[config.mk]
export PLATFORM = sky130hd
export DESIGN_NAME = result_serializer
export DESIGN_NICKNAME = d
export VERILOG_FILES = /design/src/rtl/result_serializer.sv
export SDC_FILE = /design/constraint.sdc
export NUM_CORES = 1
export LEC_CHECK = 0
export BUFFER_PORTS_ARGS = -buffer_cell sky130_fd_sc_hd__buf_2
export CORE_MARGIN = 2
export CORE_UTILIZATION = 50
export CTS_CLUSTER_SIZE = 25
export DETAILED_ROUTE_END_ITERATION = 12
export GPL_ROUTABILITY_DRIVEN = 1
export PLACE_DENSITY_LB_ADDON = 0.3
export SKIP_CTS_REPAIR_TIMING = 1
export SLEW_MARGIN = 10
export SYNTH_ARGS = -nofsm -noshare
export SYNTH_HDL_FRONTEND = slang
export SYNTH_SLANG_ARGS = --single-unit
export TNS_END_PERCENT = 10
[constraint.sdc]
create_clock -name clk -period 5.3 [get_ports clk]
set_input_delay 0.795 -clock clk [delete_from_list [all_inputs] [get_ports clk]]
set_output_delay 0.795 -clock clk [all_outputs]
set_load 0.01 [all_outputs]
[src/rtl/result_serializer.sv]
// result_serializer
// Serial result port for the full-search block-matching engine.
// {coordinate, mad} words are queued in a small FIFO and shifted out one bit
// per clock on s_out_port, framed by s_out_valid and s_out_sof. Consecutive
// queued words are sent with no idle cycle between them.

module result_serializer #(
    parameter int COORD_W   = 8,
    parameter int MAD_W     = 12,
    parameter int DEPTH     = 4,
    parameter int LSB_FIRST = 0
) (
    input  logic                         clk,
    input  logic                         rst_n,
    input  logic [COORD_W-1:0]           coordinate,
    input  logic [MAD_W-1:0]             mad,
    input  logic                         en_input,
    output logic                         in_ready,
    output logic                         s_out_port,
    output logic                         s_out_valid,
    output logic                         s_out_sof,
    output logic [$clog2(DEPTH+1)-1:0]   fifo_count,
    output logic                         overflow
);

    localparam int W  = COORD_W + MAD_W;
    localparam int PW = $clog2(DEPTH);
    localparam int CW = $clog2(DEPTH + 1);
    localparam int BW = $clog2(W);

    localparam logic [CW-1:0] FULL_CNT  = CW'(DEPTH);
    localparam logic [BW-1:0] LOAD_CNT  = BW'(W - 1);

    typedef enum logic {
        IDLE,
        SHIFT
    } state_t;

    // FIFO storage and bookkeeping
    logic [W-1:0]  r_mem [DEPTH];
    logic [PW-1:0] r_wr_ptr;
    logic [PW-1:0] r_rd_ptr;
    logic [CW-1:0] r_count;
    logic          r_overflow;

    // Serializer state
    state_t        r_state;
    logic [W-1:0]  r_shift;
    logic [BW-1:0] r_bit_cnt;
    logic          r_port;
    logic          r_valid;
    logic          r_sof;

    logic          w_ready;
    logic          w_push;
    logic          w_word_done;
    logic          w_pop;
    logic [W-1:0]  w_head;

    // A full FIFO refuses pushes even if a pop happens on the same edge.
    assign w_ready     = (r_count != FULL_CNT);
    assign w_push      = en_input && w_ready;
    // The serializer can take a new word when idle or while its last bit is on the pin.
    assign w_word_done = (r_state == IDLE) || (r_bit_cnt == '0);
    assign w_pop       = (r_count != '0) && w_word_done;
    assign w_head      = r_mem[r_rd_ptr];

    assign in_ready    = w_ready;
    assign s_out_port  = r_port;
    assign s_out_valid = r_valid;
    assign s_out_sof   = r_sof;
    assign fifo_count  = r_count;
    assign overflow    = r_overflow;

    // FIFO data array: written on an accepted push, never reset.
    always_ff @(posedge clk) begin
        if (w_push) begin
            r_mem[r_wr_ptr] <= {coordinate, mad};
        end
    end

    // FIFO pointers and occupancy; pointers wrap naturally since DEPTH is a power of two.
    always_ff @(posedge clk or negedge rst_n) begin
        if (!rst_n) begin
            r_wr_ptr <= '0;
            r_rd_ptr <= '0;
            r_count  <= '0;
        end else begin
            if (w_push) begin
                r_wr_ptr <= r_wr_ptr + PW'(1);
            end
            if (w_pop) begin
                r_rd_ptr <= r_rd_ptr + PW'(1);
            end
            case ({w_push, w_pop})
                2'b10:   r_count <= r_count + CW'(1);
                2'b01:   r_count <= r_count - CW'(1);
                default: r_count <= r_count;
            endcase
        end
    end

    // Sticky overflow flag: any push attempted while full sets it until reset.
    always_ff @(posedge clk or negedge rst_n) begin
        if (!rst_n) begin
            r_overflow <= 1'b0;
        end else if (en_input && !w_ready) begin
            r_overflow <= 1'b1;
        end
    end

    // Serializer FSM: load a word and emit its first bit, then shift out the rest.
    always_ff @(posedge clk or negedge rst_n) begin
        if (!rst_n) begin
            r_state   <= IDLE;
            r_shift   <= '0;
            r_bit_cnt <= '0;
            r_port    <= 1'b0;
            r_valid   <= 1'b0;
            r_sof     <= 1'b0;
        end else begin
            if (w_pop) begin
                // New word: first bit goes straight to the pin, the rest waits in r_shift.
                if (LSB_FIRST != 0) begin
                    r_port  <= w_head[0];
                    r_shift <= w_head >> 1;
                end else begin
                    r_port  <= w_head[W-1];
                    r_shift <= w_head << 1;
                end
                r_valid   <= 1'b1;
                r_sof     <= 1'b1;
                r_bit_cnt <= LOAD_CNT;
                r_state   <= SHIFT;
            end else if (r_state == SHIFT && r_bit_cnt != '0) begin
                // Mid-word: move the next bit to the pin.
                if (LSB_FIRST != 0) begin
                    r_port  <= r_shift[0];
                    r_shift <= r_shift >> 1;
                end else begin
                    r_port  <= r_shift[W-1];
                    r_shift <= r_shift << 1;
                end
                r_sof     <= 1'b0;
                r_bit_cnt <= r_bit_cnt - BW'(1);
            end else begin
                // Nothing queued after the last bit (or already idle).
                r_port    <= 1'b0;
                r_valid   <= 1'b0;
                r_sof     <= 1'b0;
                r_state   <= IDLE;
            end
        end
    end

endmodule

[Word level (Yosys, flattened, before mapping)]
Memory sizes are Yosys's and may differ from the RTL's.
Index checks and enable logic that the tools add are counted.
Word-level totals
  bits in latches: 0
  register bits after elaboration: 36
  word-level logic and storage cells: 43
  bits in writable memories: 80
  input bits: 23
  bits in read-only memories: 0
  output and inout port bits: 8
  memories kept: 1
Operators by class
  reductions and logical operators: 11
  magnitude comparators: 0
  muxes and demuxes: 12
  add/subtract/negate cells: 5
  equal/unequal tests: 4
  $mul: 0
  div/mod/pow operators: 0
  bitwise logic cells: 1
  shift operators: 0
Memory list
  r_mem: depth 4, width 20, rd ports 1, clocked after memory_dff 0, wr ports 1, line 40  | logic [W-1:0] r_mem [DEPTH];
Operators with widths (number)
  20-bit two-way mux: 2
  5-bit two-way mux: 2
  1-bit two-way mux: 7
  3-bit one-hot mux with 2 select lines: 1
  5-bit logical NOT: 1
  5-bit nonzero test: 1
  5-bit by 1-bit subtractor with 5-bit output, second input constant: 1
  2-bit by 1-bit adder with 2-bit output, second input constant: 2
  1-bit logical AND: 4
  2-bit nonzero test: 2
  3-bit by 1-bit adder with 3-bit output, second input constant: 1
  3-bit inequality test, second input constant: 1
  3-bit nonzero test: 1
  3-bit by 1-bit subtractor with 3-bit output, second input constant: 1
  2-bit by 1-bit equality test with 1-bit output, second input constant: 1
  2-bit equality test, second input constant: 1
  2-bit inequality test, second input constant: 1
  1-bit logical NOT: 1
  1-bit logical OR: 1
  1-bit NOT: 1

[Depth between registers and ports, before layout]
  depth after elaboration: 5
  gate-level depth with buffers: 11
  depth with buffers taken out: 10

[Worst setup path after synthesis]
OpenSTA, ideal clock, no wires.
  path type: register to register
  from: register r_bit_cnt[0]
  to: register r_count[2], in the netlist fifo_count[2]
  cell stages (with the launch flop): 12
  arrival: 2389 ps
  data required time: 5221 ps
  setup time: 79 ps
  path buffers: 1
  period minus slack after synthesis: 2469 ps
  path slack: 2831 ps
  cell sequence: dfrtp_1 -> inv_1 -> ha_1 -> or4b_1 -> buf_6 -> a21oi_2 -> ha_1 -> inv_1 -> fa_1 -> xor2_1 -> nor2_1 -> xor2_1
Between the ends
  longest elaborated chain between the ends: 5
  elaborated cells on any way between the ends: 7
  those cells by class: eq/ne (2); mux (1); reduce/logical (4)
RTL lines
  start, declared: line 49  | logic [BW-1:0] r_bit_cnt;
  start signal, assigned: line 145  | r_bit_cnt <= r_bit_cnt - BW'(1);
  5-bit logical NOT (*): line 64  | assign w_word_done = (r_state == IDLE) || (r_bit_cnt == '0);
  1-bit logical OR (*): line 64
  1-bit logical AND (*): line 65  | assign w_pop = (r_count != '0) && w_word_done;
  named net w_pop: line 57  | logic w_pop;
  2-bit by 1-bit equality test with 1-bit output or 2-bit equality test (tied branches): line 95  | case ({w_push, w_pop})
  3-bit one-hot mux with 2 select lines or 2-bit nonzero test (tied branches)
  end signal, assigned: line 96  | 2'b10: r_count <= r_count + CW'(1);
  end signal, assigned: line 97  | 2'b01: r_count <= r_count - CW'(1);
  end signal, assigned: line 98  | default: r_count <= r_count;
  end, declared: line 43  | logic [CW-1:0] r_count;
The timed path passes the listed nets; every way through them passes the cells marked *.
A chain may end at the register's enable or synchronous reset.

[Final worst setup path]
Same ends and word-level chain as after synthesis.

==> qor.yml <==
clock_path_buffers: 2
ys_types: 37
layout_commonest_cell: "edfxtp_1"
vias: 2462
clkTransAtPathRegs_ns: 0.06
fp-row-count: 35
syn_nets: 298
syn_area_um2: 4667
drtIter0Drc: 189
hold_path_class: "primary input to asynchronous set/reset pin"
critPathLaunchType: "flip-flop"
dp.final_hpwl_um: 4635
holdWs_ns: 0.3694
antenna_cells: 0
setup_ws_ns: 2.572
root_buffer: "clkbuf_8"
ys_top_cells_by_area: "edfxtp_1 (51%), dfrtp_1 (19%), mux4_2 (9.7%)"
synth_top_area_share_pct: 51.47
cts_tree: "yes"
fin_crit_sh_pct: 51.47
grt_max_degree: 36
grt_pass1_wl_um: 12970
worst_pin_slew_ns: 1.092
r2r_cells: 11
dr.pass1.iters: 5
setup_viol: 0
critPathMaxFanout: 27
htreeDepth: 4
synth_largest_area_cell: "edfxtp_1"
tns_ns: 0
fmax_ghz: 0.3666
core-area_um2: 9153
timing.rr.start: "r_bit_cnt[0]"
required_ns: 5.73
overflow: 0
num_io_pins: 31
dp_slack_ns: 2.579
ir_worst_vdd_mv: 0.2387
netlist_instances: 267
antenna_found_initial: 0
numCtsBuffers: 17
p_leak_uw: 0.002106
grt_use_total_pct: 17.47
routedWlPerCell_um: 18.61
place_congestion: 0.7013
initial_utilization_pct: 50.99
fillCellCount: 676
avgSynthCellArea_um2: 17.48
hold_violations: 0
clock-skew-final_ns: 0.005785
cts_sinks: 115
post-route-util_pct: 59.56
ff2ff_setup_slack_ns: 2.57
worstSetupEndpointType: "flip-flop"
viasPerCell: 5.739
ys_ff_latch: 115
nNetsFinal: 336
min_period_ns: 2.728
status: "finished, final reports clean"
antenna_left: 0
die-area_um2: 10120
rsz0062_at_grt: "no"
synth_warnings: 0
mostFrequentLayoutCells: "edfxtp_1 (80), dfrtp_1 (35), buf_2 (30)"
drive_above_1_share_pct: 27.99
timing.rr.end: "fifo_count[2]"
ys_seq_area_share_pct: 70.24
maxCapViolations: 0
crit_arrival_ns: 3.16
drc: 0
wl_um: 7982
dieWidth_um: 100.6
power.total_uw: 3172
grt_pass1_vias: 2500
p_per_area_nw_per_um2: 581.9
io_buffer_count: 30
clk_latency_ns: 0.51
slew_violations: 0
path_class: "flip-flop to flip-flop"
slew_headroom_pct: 27.20
die_h_um: 100.6
area_growth_pct: 16.81
==> routing by layer <==
| layer | routed length, µm | global-route usage [%] | part of all wire (%) | vias up |
|---|---|---|---|---|
| li1 | - | - | - | 1128 |
| met1 | 3638 | 22.88 | 46 | 1257 |
| met2 | 3881 | 26.97 | 49 | 62 |
| met3 | 327 | 5.479 | 4.1 | 15 |
| met4 | 134 | 7.903 | 1.7 | 0 |
| met5 | 0 | 0 | 0 | - |
==> worst max-delay path, stage by stage, from the launching register on <==
cell     delay [ns]
dfrtp_1        0.41
inv_1          0.10
ha_1           0.14
or4b_1         0.42
buf_4          0.25
a21oi_2        0.26
ha_1           0.21
inv_1          0.06
fa_1           0.37
xor2_1         0.15
nor2_1         0.11
xor2_1         0.17
==> power by group <==
group	internal, µW	switching (µW)	leakage [µW]
clock	669	392	0.000266
sequential	1220	147	0.00116
combinational	363	382	0.000681
total	2250	920	0.00211
==> state kept, by name (all words and copies together), names as in the netlist <==
signal / flops
s_out_sof: 1
r_bit_cnt: 5
s_out_valid: 1
r_wr_ptr: 2
r_shift: 19
r_rd_ptr: 2
s_out_port: 1
r_mem: 80
fifo_count: 3
overflow: 1
==> cell type report <==
type | count | area (µm²) | area share, %
repair buffers | 34 | 180.2 | 3.305
inverters | 10 | 37.54 | 0.6885
multi-input cells | 127 | 1259 | 23.09
clock buffers | 20 | 425.4 | 7.804
clock inverters | 12 | 132.6 | 2.433
well taps | 111 | 138.9 | 2.548
flip-flops and latches | 115 | 3278 | 60.13
==> synthesized netlist by cell type, drive strengths merged <==
library cell and number:
a211oi 4, a21o 1, a21oi 5, a22o 1, a22oi 18, a2bb2oi 18, and2 5, buf 7
clkbuf 8, dfrtp 35, edfxtp 80, fa 1, ha 7, inv 10, mux2 1, mux2i 1
mux4 20, nand2 22, nand3 3, nand3b 3, nand4b 1, nor2 1, nor2b 1, nor3 1
nor3b 2, nor4 1, o311ai 1, or3 1, or4b 1, xnor2 4, xor2 3
==> how the worst max path moves through the flow <==
| stage | startpoint | to | slack (ns) |
|---|---|---|---|
| 2_1_floorplan | r_bit_cnt[0] | fifo_count[2] | 2.83 |
| 3_3_place_gp | r_bit_cnt[0] | fifo_count[2] | 2.68 |
| 3_5_place_dp | r_bit_cnt[0] | fifo_count[2] | 2.58 |
| 4_1_cts | r_bit_cnt[0] | fifo_count[2] | 2.56 |
| 5_1_grt | r_bit_cnt[0] | fifo_count[2] | 2.41 |
| 6_report | r_bit_cnt[0] | fifo_count[2] | 2.57 |
==> through the flow <==
stage	cells	area, µm²
final	429	5451
after global routing	429	5451
after CTS	429	5451
after detailed placement	397	4893
after global placement	397	4893
after floorplan	267	4667
==> logic make-up (layout without fill, tap and decap cells) <==
| family | count (synthesis) | after routing | share of synthesized area (%) |
|---|---|---|---|
| AO/OA/AOI/OAI | 48 | 48 | 8.177 |
| multiplexers | 22 | 22 | 10.11 |
| buffers and inverters | 25 | 76 | 2.895 |
| XOR/XNOR | 7 | 7 | 1.314 |
| AND/OR/NAND/NOR | 42 | 42 | 4.960 |
| flip-flops | 115 | 115 | 70.24 |
| adder cells (fa/ha/maj) | 8 | 8 | 2.306 |
Note: power is estimated with default switching activity, not from simulation.
